`config.mk`:
```
export PLATFORM = sky130hd
export DESIGN_NAME = instr_fetch_queue_flat
export DESIGN_NICKNAME = d
export VERILOG_FILES = /design/src/rtl/fetch_pkg.sv /design/src/rtl/instr_fetch_queue_if.sv /design/src/rtl/fetch_fifo.sv /design/src/rtl/instr_fetch_queue.sv /design/src/flat_wrapper.sv
export SDC_FILE = /design/constraint.sdc
export NUM_CORES = 1
export LEC_CHECK = 0
export ABC_AREA = 0
export BUFFER_PORTS_ARGS = -buffer_cell sky130_fd_sc_hd__buf_2
export CORE_ASPECT_RATIO = 2
export CORE_UTILIZATION = 45
export CTS_CLUSTER_DIAMETER = 120
export DETAILED_ROUTE_END_ITERATION = 10
export GPL_TIMING_DRIVEN = 0
export HOLD_SLACK_MARGIN = 0.12
export PLACE_DENSITY_LB_ADDON = 0.12
export SETUP_SLACK_MARGIN = 0.2
export SLEW_MARGIN = 20
export SYNTH_ARGS = -nofsm -noshare
export SYNTH_HDL_FRONTEND = slang
export SYNTH_SLANG_ARGS = --single-unit
```
`constraint.sdc`:
```
create_clock -name clk -period 2.85 [get_ports clk]
set_input_delay 0.4275 -clock clk [delete_from_list [all_inputs] [get_ports clk]]
set_output_delay 0.4275 -clock clk [all_outputs]
set_load 0.1 [all_outputs]
```
`src/rtl/fetch_pkg.sv`:
```
// Shared widths and the queued {pc, instr} entry type for the instruction fetch queue.
package fetch_pkg;
  localparam int ADDR_W  = 13;
  localparam int INSTR_W = 16;

  typedef struct packed {
    logic [ADDR_W-1:0]  pc;
    logic [INSTR_W-1:0] instr;
  } fetch_entry_t;
endpackage

```
`src/rtl/instr_fetch_queue_if.sv`:
```
// PC / instruction-memory / decode signal bundle around the fetch queue.
interface instr_fetch_queue_if;
  import fetch_pkg::*;

  logic               start;
  logic               flush;
  logic [ADDR_W-1:0]  pc_addr;
  logic [INSTR_W-1:0] mem_rdata;
  logic               stall_pc;
  logic               dec_valid;
  logic               dec_ready;
  logic [INSTR_W-1:0] dec_instr;
  logic [ADDR_W-1:0]  dec_pc;

  modport master (
    output start, flush, pc_addr, mem_rdata, dec_ready,
    input  stall_pc, dec_valid, dec_instr, dec_pc
  );
  modport slave (
    input  start, flush, pc_addr, mem_rdata, dec_ready,
    output stall_pc, dec_valid, dec_instr, dec_pc
  );
endinterface

```
`src/rtl/fetch_fifo.sv`:
```
// DEPTH-entry circular buffer of fetch entries with occupancy count and synchronous clear.
module fetch_fifo
  import fetch_pkg::*;
#(
  parameter int DEPTH = 4,
  localparam int AW = $clog2(DEPTH),
  localparam int CW = AW + 1
) (
  input  logic         clk,
  input  logic         reset,
  input  logic         clr,
  input  logic         push,
  input  fetch_entry_t wdata,
  input  logic         pop,
  output fetch_entry_t rdata,
  output logic [CW-1:0] count
);
  fetch_entry_t    mem [DEPTH];
  logic [AW-1:0]   wptr, rptr;

  assign rdata = mem[rptr];

  always_ff @(posedge clk or negedge reset) begin
    if (!reset) begin
      wptr  <= '0;
      rptr  <= '0;
      count <= '0;
      for (int i = 0; i < DEPTH; i++) mem[i] <= '0;
    end else if (clr) begin
      wptr  <= '0;
      rptr  <= '0;
      count <= '0;
    end else begin
      if (push) begin
        mem[wptr] <= wdata;
        wptr      <= wptr + 1'b1;
      end
      if (pop) rptr <= rptr + 1'b1;
      count <= count + CW'(push) - CW'(pop);
    end
  end
endmodule

```
`src/rtl/instr_fetch_queue.sv`:
```
// Tracks PC-issued fetches, captures read data a cycle later and queues {pc, instr} for decode.
// Optional FETCH_BYPASS_EN: forward the arriving word straight to decode when the queue is empty.
module instr_fetch_queue
  import fetch_pkg::*;
#(
  parameter int DEPTH = 4
) (
  input logic               clk,
  input logic               reset,
  instr_fetch_queue_if.slave fq
);
  localparam int CW = $clog2(DEPTH) + 1;
  localparam logic [CW:0] DEPTH_L = DEPTH[CW:0];

  logic               inflight_valid;
  logic [ADDR_W-1:0]  inflight_addr;
  logic [CW-1:0]      count;
  logic [CW:0]        occ;
  logic               clr, fifo_empty, push, pop, take;
  fetch_entry_t       head, wdata, live, held;

  assign clr        = fq.flush | ~fq.start;
  assign fifo_empty = (count == '0);
  assign wdata      = '{pc: inflight_addr, instr: fq.mem_rdata};

  // Stall counts the in-flight word as occupied so its push can never overflow.
  assign occ         = {1'b0, count} + {{CW{1'b0}}, inflight_valid};
  assign fq.stall_pc = fq.start & (occ >= DEPTH_L);

  always_ff @(posedge clk or negedge reset) begin
    if (!reset) begin
      inflight_valid <= 1'b0;
      inflight_addr  <= '0;
    end else begin
      inflight_valid <= fq.start & ~fq.flush & ~fq.stall_pc;
      inflight_addr  <= fq.pc_addr;
    end
  end

`ifdef FETCH_BYPASS_EN
  logic bypass;
  assign bypass       = fifo_empty & inflight_valid & ~clr;
  assign take         = bypass & fq.dec_ready;
  assign fq.dec_valid = ~clr & (~fifo_empty | bypass);
  assign live         = bypass ? wdata : head;
`else
  assign take         = 1'b0;
  assign fq.dec_valid = ~clr & ~fifo_empty;
  assign live         = head;
`endif

  assign push = inflight_valid & ~clr & ~take;
  assign pop  = ~clr & ~fifo_empty & fq.dec_ready;

  // Keep the last presented entry on the outputs while nothing is valid.
  always_ff @(posedge clk or negedge reset) begin
    if (!reset)            held <= '0;
    else if (fq.dec_valid) held <= live;
  end

  assign fq.dec_instr = fq.dec_valid ? live.instr : held.instr;
  assign fq.dec_pc    = fq.dec_valid ? live.pc    : held.pc;

  fetch_fifo #(.DEPTH(DEPTH)) u_fifo (
    .clk   (clk),
    .reset (reset),
    .clr   (clr),
    .push  (push),
    .wdata (wdata),
    .pop   (pop),
    .rdata (head),
    .count (count)
  );
endmodule

```
`src/flat_wrapper.sv`:
```
// flat-port wrapper written by rule: the top's interface ports become plain ports
module instr_fetch_queue_flat import fetch_pkg::*;
#(
  parameter int DEPTH = 4
)
  (clk, reset, fq_start, fq_flush, fq_pc_addr, fq_mem_rdata, fq_dec_ready, fq_stall_pc, fq_dec_valid, fq_dec_instr, fq_dec_pc);
  instr_fetch_queue_if fq_i ();
  input logic clk;
  input logic reset;
  input wire logic [$bits(fq_i.start)-1:0] fq_start;
  input wire logic [$bits(fq_i.flush)-1:0] fq_flush;
  input wire logic [$bits(fq_i.pc_addr)-1:0] fq_pc_addr;
  input wire logic [$bits(fq_i.mem_rdata)-1:0] fq_mem_rdata;
  input wire logic [$bits(fq_i.dec_ready)-1:0] fq_dec_ready;
  output wire logic [$bits(fq_i.stall_pc)-1:0] fq_stall_pc;
  output wire logic [$bits(fq_i.dec_valid)-1:0] fq_dec_valid;
  output wire logic [$bits(fq_i.dec_instr)-1:0] fq_dec_instr;
  output wire logic [$bits(fq_i.dec_pc)-1:0] fq_dec_pc;
  assign fq_i.start = fq_start;
  assign fq_i.flush = fq_flush;
  assign fq_i.pc_addr = fq_pc_addr;
  assign fq_i.mem_rdata = fq_mem_rdata;
  assign fq_i.dec_ready = fq_dec_ready;
  assign fq_stall_pc = fq_i.stall_pc;
  assign fq_dec_valid = fq_i.dec_valid;
  assign fq_dec_instr = fq_i.dec_instr;
  assign fq_dec_pc = fq_i.dec_pc;
  instr_fetch_queue #(.DEPTH(DEPTH)) u_core (.clk(clk), .reset(reset), .fq(fq_i));
endmodule
```
## After elaboration in Yosys (flattened, before gate mapping)

Index checks and enable logic that the tools add are counted.

- Register bits after elaboration: 166
- Bits of input ports: 34
- Logic and storage cells: 56

- Add/sub/neg operators: 5
- $lt $le $gt $ge: 4
- Mux-type cells: 13
- Bitwise operators: 14
- Reductions and logical operators: 5

Operators with widths:

| kind | number |
|---|---|
| $bwmux W116 | 1 |
| $mux W29 | 3 |
| $bmux W29 S2 | 1 |
| $demux W29 S2 | 1 |
| $mux W16 | 1 |
| $mux W13 | 1 |
| $mux W2 | 4 |
| $and A1 B1 Y1 | 6 |
| $ge A3 B3 Y1 const B | 2 |
| $not A2 Y3 | 2 |
| $not A1 Y1 | 5 |
| $add A2 B1 Y2 const B | 2 |
| $add A3 B1 Y4 | 1 |
| $ge A4 B3 Y1 const B | 1 |
| $reduce_bool A2 Y1 | 2 |
| $add A3 B1 Y3 | 1 |
| $logic_not A3 Y1 | 1 |
| $lt A3 B1 Y1 const B | 1 |
| $mux W3 | 1 |
| $sub A3 B1 Y3 | 1 |
| $reduce_and A2 Y1 | 1 |
| $logic_and A1 B1 Y1 | 1 |
| $or A1 B1 Y1 | 1 |

## Logic depth before layout (Yosys ltp)

Gate-level depths: netlist (run 1).

- Depth in word-level cells: 7
- Depth in mapped cells: 12
- Mapped depth without buffers: 10

## Hierarchy

Synthesis (run 1) repeated with hierarchy kept, for this count alone.

- Cells, all modules: 402
- Area, all modules: 7,249.5 um^2

By module, submodules not included:

| module | instances | cells each | area an instance (um^2) | seq. area each (um^2) |
|---|---|---|---|---|
| fetch_fifo | 1 | 318 | 5,640.4 | 3,078.0 |
| instr_fetch_queue | 1 | 84 | 1,609.0 | 1,076.0 |

## Worst setup path after synthesis (run 1)

Ideal clock, no wire load.

- Path kind: register to output
- Start point: register u_core.inflight_valid
- End point: output fq_stall_pc
- Data arrival time: 2.754 ns
- Data required time: 2.423 ns
- Setup slack: -0.331 ns
- Stages on the path, launching flop included: 5
- Buffers on the path: 1
- Path through: dfrtp_1 > buf_2 > nand4_1 > a21oi_1 > nor3_1

- Cells in the longest elaborated chain, start to end: 3

Ends and longest elaborated chain:

| item | line | text |
|---|---|---|
| start: declaration | instr_fetch_queue.sv:15 | `logic inflight_valid;` |
| start signal: assignment | instr_fetch_queue.sv:35 | `inflight_valid <= fq.start & ~fq.flush & ~fq.stall_pc;` |
| $add A3 B1 Y4 | instr_fetch_queue.sv:27 | `assign occ = {1'b0, count} + {{CW{1'b0}}, inflight_valid};` |
| $ge A4 B3 Y1 | instr_fetch_queue.sv:28 | `assign fq.stall_pc = fq.start & (occ >= DEPTH_L);` |
| $and A1 B1 Y1 | instr_fetch_queue.sv:28 |  |
| end: declaration | flat_wrapper.sv:15 | `output wire logic [$bits(fq_i.stall_pc)-1:0] fq_stall_pc;` |

No other way between the ends.

## Final worst setup path (run 1)

- Start point: register u_core.u_fifo.rptr[0]
- End point: output fq_dec_instr[0]

- Cells in the longest elaborated chain, start to end: 5

Ends and longest elaborated chain:

| item | line | text |
|---|---|---|
| start: declaration | fetch_fifo.sv:19 | `logic [AW-1:0] wptr, rptr;` |
| start signal: assignment | fetch_fifo.sv:38 | `if (pop) rptr <= rptr + 1'b1;` |
| $not A2 Y3 (not written as such) | fetch_fifo.sv:21 | `assign rdata = mem[rptr];` |
| $bmux W29 S2 | fetch_fifo.sv:21 |  |
| $mux W29 (not written as such) (2 in series) | fetch_fifo.sv:21 |  |
| $mux W16 | instr_fetch_queue.sv:61 | `assign fq.dec_instr = fq.dec_valid ? live.instr : held.instr;` |
| end: declaration | flat_wrapper.sv:17 | `output wire logic [$bits(fq_i.dec_instr)-1:0] fq_dec_instr;` |

No other way between the ends. The select of a mux whose other input is x is not followed.

==> results.py, run 1 <==
metrics = {
    "hold_path": {
        "whs_path_depth": 1,
        "hold_path.class": "input pin to flip-flop",
        "min-delay-start": "fq_pc_addr[3]",
    },
    "pwr": {
        "power_density_mw_per_mm2": 697,
        "leakage_nw": 4.22,
        "power_mw": 5.96,
        "vdd_drop_max_v": 0.000467,
    },
    "timing": {
        "fin_crit_ns": 2.57,
        "rsz0062_at_grt": "yes",
        "hold_viol_final": 0,
        "final_max_slew_viol_count": 0,
        "finalSetupViolCount": 0,
        "worst_pin_slew_ns": 0.506,
        "period_share_pct": 90.2,
        "relSlewSlack_pct": 66.3,
        "fmax_mhz": 389,
        "finalClockSkew_ns": 0.00831,
    },
    "setup_path": {
        "reg2regPathDepth": 11,
        "cp_max_fo": 10,
        "required_ns": 2.42,
        "start_kind": "flip-flop",
        "crit_arrival_ns": 2.14,
        "r2r_start": "u_core.u_fifo.count[2]$_DFF_PN0_",
        "end_kind": "primary output",
        "crit_type": "flip-flop to primary output",
        "startpoint": "u_core.u_fifo.rptr[0]$_DFFE_PN0P_",
    },
    "final_layout": {
        "antenna_cells": 0,
        "syn2layout_area_growth_pct": 20.2,
        "drive_above_1_share_pct": 58.8,
        "fin_area_mm2": 0.00854,
        "fin_nets": 546,
    },
    "placement": {
        "placed_cell_area_mm2": 0.00772,
        "dp_hpwl_mm": 9.06,
        "gp_congestion": 0.676,
        "port_buffers": 64,
    },
    "drt": {
        "dr.pass1.iters": 4,
        "drt-initial-drc-count": 161,
        "wl_mm": 13.9,
        "ant_nets": 0,
        "viasPerCell": 5.19,
        "drc": 0,
        "dr_total_vias": 3714,
        "wl_per_cell_um": 19.5,
    },
    "global_routing": {
        "grt-ovfl-total": 0,
        "grt_pass1_wl_mm": 23.0,
        "grt_pass1_vias": 4219,
        "grt_max_degree": 104,
        "grt_antenna_before_repair": 0,
        "track_usage_pct": 18.7,
    },
    "logic_synthesis": {
        "syn_avg_cell_area_um2": 17.6,
        "synth_fp_nets": 447,
        "syn_inst": 405,
        "synth_edf_count": 0,
        "synth-main-ff-cell": "dfrtp_1",
        "ys_types": 28,
        "synthArstFlopShare_pct": 100,
        "ys_warn_count": 0,
        "yosysSeqAreaShare_pct": 58.4,
        "synth-seq-cells": 166,
        "syn_area_mm2": 0.00711,
    },
    "die": {
        "coreArea_mm2": 0.0154,
        "fp.dieW_um": 90.9,
        "io_pins": 65,
        "dieHeight_um": 180,
        "die-area_mm2": 0.0163,
        "start_util_pct": 46.2,
        "rows": 64,
    },
    "clock_network": {
        "cts_buffers": 17,
        "htree_levels": 4,
        "cts_sinks": 166,
        "clkTransAtPathRegs_ns": 0.07,
        "clock_latency_ns": 0.42,
        "cts.path.max_buffers": 2,
        "cts_tree": "built",
        "cts_root_buffer": "clkbuf_16",
    },
    "flow_run": {
        "maxCapViolations": 0,
    },
    "status": {
        "status": "finished, final reports clean",
    },
}
## flip-flops by register name, indices dropped and copies added, names as in the netlist
name and cells:
u_core.inflight_addr 13, u_core.u_fifo.wptr 2, u_core.held 29, u_core.u_fifo.rptr 2, u_core.u_fifo.mem 116, u_core.inflight_valid 1, u_core.u_fifo.count 3
## per-layer routing
metal	part of all wire [%]	track usage, %	up-vias	wire [µm]
met5	0	0	-	0
met4	1.9	7.17	0	262
met3	2.2	3.51	15	309
met2	55	33.3	50	7600
met1	41	22.0	1978	5740
li1	-	-	1671	-
## report_power, final
part | switching (mW) | internal, mW | total (mW)
sequential | 0.0983 | 2.57 | 2.67
clock | 1.03 | 1.24 | 2.27
combinational | 0.624 | 0.395 | 1.02
## cell usage in the layout (no fill, tap or decap), types with 2 or more instances in the layout
master and instances:
clkbuf_2 3, clkinv_4 2, inv_6 4, mux2_2 105, xor2_1 2, clkinv_2 2
inv_1 5, and2_1 2, nor2_1 6, buf_4 31, buf_6 12, a21oi_1 2
dfrtp_2 2, xnor2_1 2, clkbuf_16 17, dfrtp_1 164, buf_8 3, mux4_2 29
dlygate4sd3_1 13, nand3_2 4, ha_1 7, buf_2 40, mux2_4 40, inv_8 4
## synthesized netlist by cell type (all sizes together), types with 2 or more instances
cell | instances | area share (%)
a21oi | 2 | 0.14
and2 | 2 | 0.18
buf | 20 | 2.6
clkbuf | 3 | 0.16
dfrtp | 166 | 58
ha | 7 | 1.2
inv | 5 | 0.26
mux2 | 145 | 25
mux4 | 29 | 9.2
nand3 | 4 | 0.56
nor2 | 6 | 0.32
xnor2 | 2 | 0.25
xor2 | 2 | 0.25
## kinds of logic after synthesis
| logic type | synth area share, % |
|---|---|
| multiplexers | 34.4 |
| adder cells (fa/ha/maj) | 1.51 |
| XOR/XNOR | 0.493 |
| flip-flops | 58.4 |
| AND/OR/NAND/NOR | 1.55 |
| buffers and inverters | 2.99 |
| AO/OA/AOI/OAI | 0.599 |
## metrics by stage
| stage | std cells | setup WS [ns] | TNS, ns | utilization [%] | hold slack [ns] |
|---|---|---|---|---|---|
| finish | 715 | 0.279 | 0 | 55.6 | 0.138 |
| global route | 715 | 0.195 | 0 | 55.6 | 0.122 |
| detailed placement | 668 | 0.200 | 0 | 50.2 | 0.410 |
| CTS | 713 | 0.205 | 0 | 55.4 | 0.121 |
| global placement | 667 | -1.03 | -167.44 | 50.0 | 0.478 |
| floorplan | 405 | 0.322 | 0 | - | 0.132 |
## worst max-delay path: stages, from the launching register on
cell and delay [ns]:
dfrtp_2 0.45, buf_6 0.22, mux4_2 0.53, mux2_2 0.30
buf_4 0.24
## area by class of cell
cell class,count,area [µm²]
fillers,1300,6830
flip-flops and latches,166,4160
multi-input cells,211,2750
repair buffers,80,573
clock buffers,17,425
well taps,198,248
plain buffers,23,213
clock inverters,15,161
inverters,5,18.8
## timing repair
item	4_1_cts	5_1_grt
resized for setup	32	6
hold buffers	13	0
buffers inserted	0	2
endpoints found under the setup margin	29	29
hold endpoints to repair	75	0
## worst paths after layout
check                                               endpoint  slack [ns]
setup reg to reg            u_core.u_fifo.count[2]$_DFF_PN0_        0.37
hold / removal             u_core.inflight_addr[3]$_DFF_PN0_        0.14
max in group asynchronous  u_core.u_fifo.mem[44]$_DFFE_PN0P_        1.43
min in group asynchronous        u_core.held[21]$_DFFE_PN0N_        0.54
hold reg to reg                   u_core.held[7]$_DFFE_PN0N_        0.50
setup / recovery                             fq_dec_instr[0]        0.28
Note: power is estimated with default switching activity, not from simulation.
==> inputs of run 2 (changes only) <==
- ABC_AREA: 0 -> 1
==> results.py, run 2 <==
metrics = {
    "timing": {
        "period_share_pct": 88.6,
        "worst_pin_slew_ns": 0.622,
        "fin_crit_ns": 2.52,
        "finalSetupViolCount": 0,
        "rsz0062_at_grt": "no",
        "fmax_mhz": 396,
        "relSlewSlack_pct": 58.5,
        "final_max_slew_viol_count": 0,
        "timing.hold.ws_ns": 0.290,
        "finalClockSkew_ns": 0.00792,
        "hold_viol_final": 0,
    },
    "pwr": {
        "leakage_nw": 4.86,
        "vdd_drop_max_v": 0.000371,
        "power_density_mw_per_mm2": 633,
        "power_mw": 5.72,
    },
    "drt": {
        "wl_mm": 18.9,
        "dr.pass1.iters": 4,
        "ant_nets": 0,
        "dr_total_vias": 6100,
        "drt-initial-drc-count": 346,
        "drc": 0,
        "wl_per_cell_um": 15.0,
        "viasPerCell": 4.85,
    },
    "die": {
        "coreArea_mm2": 0.0164,
        "die-area_mm2": 0.0174,
        "start_util_pct": 46.3,
        "rows": 66,
        "dieHeight_um": 185,
        "fp.dieW_um": 93.7,
        "io_pins": 65,
    },
    "logic_synthesis": {
        "synth_area_leaders": "dfrtp_1, nand2_1, inv_1",
        "yosysMostFrequentCell": "nand2_1",
        "synth_top_cell_by_area": "dfrtp_1",
        "synth-seq-cells": 166,
        "synth_common_cells": "nand2_1, dfrtp_1, inv_1, o21ai_1, nand3_1",
        "syn_inst": 943,
        "syn_avg_cell_area_um2": 8.03,
        "yosysSeqAreaShare_pct": 54.9,
        "ys_warn_count": 0,
        "syn_area_mm2": 0.00757,
        "synth_edf_count": 0,
        "synth_top_area_share_pct": 54.9,
        "synthMuxAreaShare_pct": 0,
        "synthAdderAreaFrac_pct": 1.42,
        "synth_compound_area_share_pct": 8.00,
        "synth-main-ff-cell": "dfrtp_1",
        "synth_fp_nets": 985,
        "synth-simple-area-share_pct": 23.4,
        "synthArstFlopShare_pct": 100,
        "synth-xor-area-share_pct": 0.116,
        "synth_top_family_by_area": "simple AND/OR/NAND/NOR gates",
        "ys_types": 23,
    },
    "placement": {
        "gp_congestion": 0.778,
        "dp_hpwl_mm": 12.8,
        "port_buffers": 64,
    },
    "clock_network": {
        "htree_levels": 4,
        "cts_tree": "built",
        "cts_sinks": 166,
        "cts.path.max_buffers": 2,
        "cts_root_buffer": "clkbuf_16",
        "cts_setup_buffers": 0,
        "cts_buffers": 17,
        "clock_latency_ns": 0.43,
        "clkTransAtPathRegs_ns": 0.07,
    },
    "final_layout": {
        "nFillCells": 1607,
        "antenna_cells": 0,
        "layout_common_cells": "nand2_1, dfrtp_1, inv_1",
        "drive_above_1_share_pct": 14.5,
        "top_register": "u_core.u_fifo.mem",
        "top_regs": "u_core.u_fifo.mem x116, u_core.held x29, u_core.inflight_addr x13",
        "largest_reg_flops": 116,
        "fin_nets": 1083,
        "layout_commonest_cell": "nand2_1",
        "syn2layout_area_growth_pct": 19.3,
    },
    "setup_path": {
        "crit_arrival_ns": 2.10,
        "reg2regPathDepth": 11,
        "r2r-end": "u_core.u_fifo.count[2]$_DFF_PN0_",
        "required_ns": 2.42,
        "end_kind": "primary output",
        "cp_max_fo": 10,
        "r2r_start": "u_core.u_fifo.count[1]$_DFF_PN0_",
        "reg2reg_slack_ns": 0.75,
        "start_kind": "flip-flop",
        "crit_type": "flip-flop to primary output",
    },
    "global_routing": {
        "track_usage_pct": 24.0,
        "grt_antenna_before_repair": 0,
        "grt_max_degree": 91,
        "grt_pass1_wl_mm": 30.8,
        "grt_pass1_vias": 6016,
        "grt-ovfl-total": 0,
    },
    "hold_path": {
        "hold_end": "u_core.u_fifo.rptr[1]$_DFFE_PN0P_",
        "hold_path.class": "input pin to flip-flop",
        "min-delay-start": "fq_dec_ready",
        "whs_path_depth": 3,
    },
    "flow_run": {
        "maxCapViolations": 0,
    },
    "status": {
        "status": "finished, final reports clean",
    },
}
## run 2: cells by family after synthesis
| logic type | count (synthesis) |
|---|---|
| adders and majority gates | 8 |
| xor gates and xnor gates | 1 |
| and+or+nand+nor | 435 |
| buffers and inverters | 212 |
| AOI/OAI and AO/OA | 121 |
| DFF | 166 |
## run 2: where the power goes
group | total (mW) | internal (mW) | leakage, nW | switching (mW)
logic | 0.964 | 0.276 | 2.36 | 0.687
clock network | 2.14 | 1.15 | 0.266 | 0.993
registers | 2.62 | 2.54 | 2.23 | 0.0810
total | 5.72 | 3.96 | 4.86 | 1.76
## run 2: worst max-delay path by stage
stage | start | cells past startpoint | to
floorplan | fq_start | 7 | fq_dec_instr[0]
global placement | reset | 1 | u_core.held[7]$_DFFE_PN0N_
detailed placement | u_core.u_fifo.count[1]$_DFF_PN0_ | 8 | fq_dec_pc[1]
CTS | u_core.u_fifo.count[1]$_DFF_PN0_ | 8 | fq_dec_pc[2]
global route | u_core.u_fifo.count[1]$_DFF_PN0_ | 8 | fq_dec_instr[3]
finish | u_core.u_fifo.rptr[0]$_DFFE_PN0P_ | 10 | fq_dec_instr[0]
## run 2: per-stage QoR
stage | area [µm²] | TNS, ns | worst slack (ns) | cells | utilization [%]
after floorplan | 7570 | 0 | 0.430 | 943 | -
after global placement | 8150 | -213.98 | -1.30 | 1211 | 49.8
after detailed placement | 8190 | 0 | 0.407 | 1212 | 50.1
after CTS | 9020 | 0 | 0.177 | 1258 | 55.2
after global routing | 9040 | 0 | 0.204 | 1258 | 55.3
final | 9040 | 0 | 0.325 | 1258 | 55.3
## run 2: metal layers
layer	vias up	GRT usage, %	part of all wire [%]
li1	3043	-	-
met1	2890	28.1	40
met2	137	42.2	52
met3	30	4.13	3.9
met4	0	11.0	3.4
met5	-	0	0
## run 2: layout make-up
class | count | area, µm² | share of cell area, %
well taps | 204 | 255 | 2.82
multi-input cells | 565 | 2490 | 27.6
clock buffers | 19 | 443 | 4.90
inverters | 163 | 612 | 6.77
flip-flops and latches | 166 | 4150 | 46.0
clock inverters | 13 | 98.8 | 1.09
plain buffers | 49 | 335 | 3.71
repair buffers | 79 | 646 | 7.14
## run 2: worst max-delay path: stages (launching register included)
cell,delay [ns]
dfrtp_1,0.36
clkbuf_2,0.14
inv_2,0.09
buf_4,0.20
buf_2,0.27
nand2_1,0.08
nand3_1,0.08
nand2_1,0.06
nand2_1,0.09
nand2_1,0.10
buf_8,0.19
## run 2: what timing repair did
| item | in CTS | in global routing |
|---|---|---|
| cloned | 0 | 0 |
| setup endpoints to repair | 29 | 30 |
| hold endpoints to repair | 89 | 0 |
| gates resized for setup | 54 | 11 |
| hold buffers | 14 | 0 |
==> inputs of run 3 (changes only) <==
- MAX_ROUTING_LAYER: default -> met4
==> results.py, run 3 (same netlist as run 2, synthesis figures left out) <==
metrics = {
    "drt": {
        "wl_mm": 18.8,
        "dr.pass1.iters": 4,
        "ant_nets": 0,
        "viasPerCell": 4.81,
        "drt-initial-drc-count": 333,
        "wl_per_cell_um": 15.0,
        "dr_total_vias": 6054,
        "drc": 0,
    },
    "placement": {
        "gp_congestion": 0.789,
        "dp_hpwl_mm": 12.8,
        "port_buffers": 64,
        "place_ws_ns": 0.407,
        "place_inst": 1212,
        "placed_cell_area_mm2": 0.00819,
    },
    "hold_path": {
        "hold_path.class": "input pin to flip-flop",
        "whs_path_depth": 3,
        "hold_end": "u_core.u_fifo.rptr[1]$_DFFE_PN0P_",
        "min-delay-start": "fq_dec_ready",
    },
    "final_layout": {
        "layout_commonest_cell": "nand2_1",
        "fin_area_mm2": 0.00904,
        "largest_reg_flops": 116,
        "fin_util_pct": 55.3,
        "final-seq-area_mm2": 0.00415,
        "layout_common_cells": "nand2_1, dfrtp_1, inv_1",
        "multiInputGateArea_mm2": 0.00249,
        "fin_nets": 1083,
        "drive_above_1_share_pct": 14.5,
        "syn2layout_area_growth_pct": 19.3,
        "antenna_cells": 0,
        "top_regs": "u_core.u_fifo.mem x116, u_core.held x29, u_core.inflight_addr x13",
        "fin_cells": 1258,
        "nFillCells": 1607,
        "top_register": "u_core.u_fifo.mem",
    },
    "timing": {
        "timing.hold.ws_ns": 0.285,
        "final.setup.tns_ns": 0,
        "rsz0062_at_grt": "no",
        "finalClockSkew_ns": 0.00721,
        "fmax_mhz": 395,
        "relSlewSlack_pct": 58.8,
        "fin_crit_ns": 2.53,
        "finalSetupViolCount": 0,
        "worst_slack_ns": 0.321,
        "period_share_pct": 88.7,
        "final_max_slew_viol_count": 0,
        "hold_viol_final": 0,
        "worst_pin_slew_ns": 0.618,
    },
    "pwr": {
        "power_mw": 5.72,
        "leakage_nw": 4.86,
        "power_density_mw_per_mm2": 633,
        "vdd_drop_max_v": 0.000375,
    },
    "clock_network": {
        "clkTransAtPathRegs_ns": 0.07,
        "clock_latency_ns": 0.43,
        "cts_root_buffer": "clkbuf_16",
        "cts.path.max_buffers": 2,
        "htree_levels": 4,
        "cts_tree": "built",
        "cts_buffers": 17,
        "cts_sinks": 166,
    },
    "die": {
        "rows": 66,
        "coreArea_mm2": 0.0164,
        "die-area_mm2": 0.0174,
        "fp.dieW_um": 93.7,
        "start_util_pct": 46.3,
        "dieHeight_um": 185,
        "io_pins": 65,
    },
    "setup_path": {
        "crit_type": "flip-flop to primary output",
        "cp_max_fo": 10,
        "path_cells": "clkbuf_2 > inv_2 > buf_4 > buf_2 > nand2_1 > nand3_1 > nand2_1 > nand2_1 > nand2_1 > buf_8",
        "start_kind": "flip-flop",
        "reg2regPathDepth": 11,
        "reg2reg_slack_ns": 0.74,
        "r2r-end": "u_core.u_fifo.count[2]$_DFF_PN0_",
        "r2r_start": "u_core.u_fifo.count[1]$_DFF_PN0_",
        "required_ns": 2.42,
        "cp_slowest_stage_delay_ns": 0.36,
        "crit_top_cell": "nand2_1",
        "end_kind": "primary output",
        "slowest_stage": "dfrtp_1",
        "crit_arrival_ns": 2.10,
    },
    "global_routing": {
        "track_usage_pct": 24.7,
        "grt_pass1_wl_mm": 30.8,
        "grt_max_degree": 91,
        "grt-ovfl-total": 0,
        "grt_antenna_before_repair": 0,
        "grt_pass1_vias": 5994,
    },
    "status": {
        "status": "finished, final reports clean",
    },
    "flow_run": {
        "maxCapViolations": 0,
    },
}
-- run 3: cell counts in the layout (fill, tap and decap cells not counted) --
No cell type changed its count.
-- run 3: critical path: cells and delay by family (launching register included) --
kind                   cells  cell delay (ns)
flip-flops                 1             0.36
AND/OR/NAND/NOR            5             0.39
buffers and inverters      5             0.90
-- run 3: power breakdown --
part / switching, mW / internal, mW
registers: 0.0804 / 2.54
clock network: 0.993 / 1.15
logic: 0.687 / 0.276
total: 1.76 / 3.96
-- run 3: worst max path at each step --
stage | startpoint | endpoint
final | u_core.u_fifo.rptr[0]$_DFFE_PN0P_ | fq_dec_pc[1]
after global routing | u_core.u_fifo.count[1]$_DFF_PN0_ | fq_dec_instr[3]
after CTS | u_core.u_fifo.count[1]$_DFF_PN0_ | fq_dec_pc[2]
after detailed placement | u_core.u_fifo.count[1]$_DFF_PN0_ | fq_dec_pc[1]
after global placement | reset | u_core.held[7]$_DFFE_PN0N_
after floorplan | fq_start | fq_dec_instr[0]
-- run 3: layout make-up --
class	instances	share of cell area [%]
clock buffer	19	4.90
multi-input combinational	565	27.6
clock inverter	13	1.09
timing repair buffer	79	7.14
buffer	49	3.71
inverter	163	6.77
tap	204	2.82
sequential	166	46.0
-- run 3: repair_timing --
| item | 4_1_cts | 5_1_grt |
|---|---|---|
| endpoints found under the setup margin | 29 | 30 |
| gates resized for setup | 54 | 11 |
| setup buffers | 0 | 0 |
| hold buffers | 14 | 0 |
| endpoints found under the hold margin | 89 | 0 |
-- run 3: per-layer routing --
layer,vias up,track usage [%],share of wire (%)
met4,0,10.8,3.6
li1,3047,-,-
met5,-,-,0
met3,34,4.13,3.9
met1,2838,28.2,40
met2,135,42.2,52
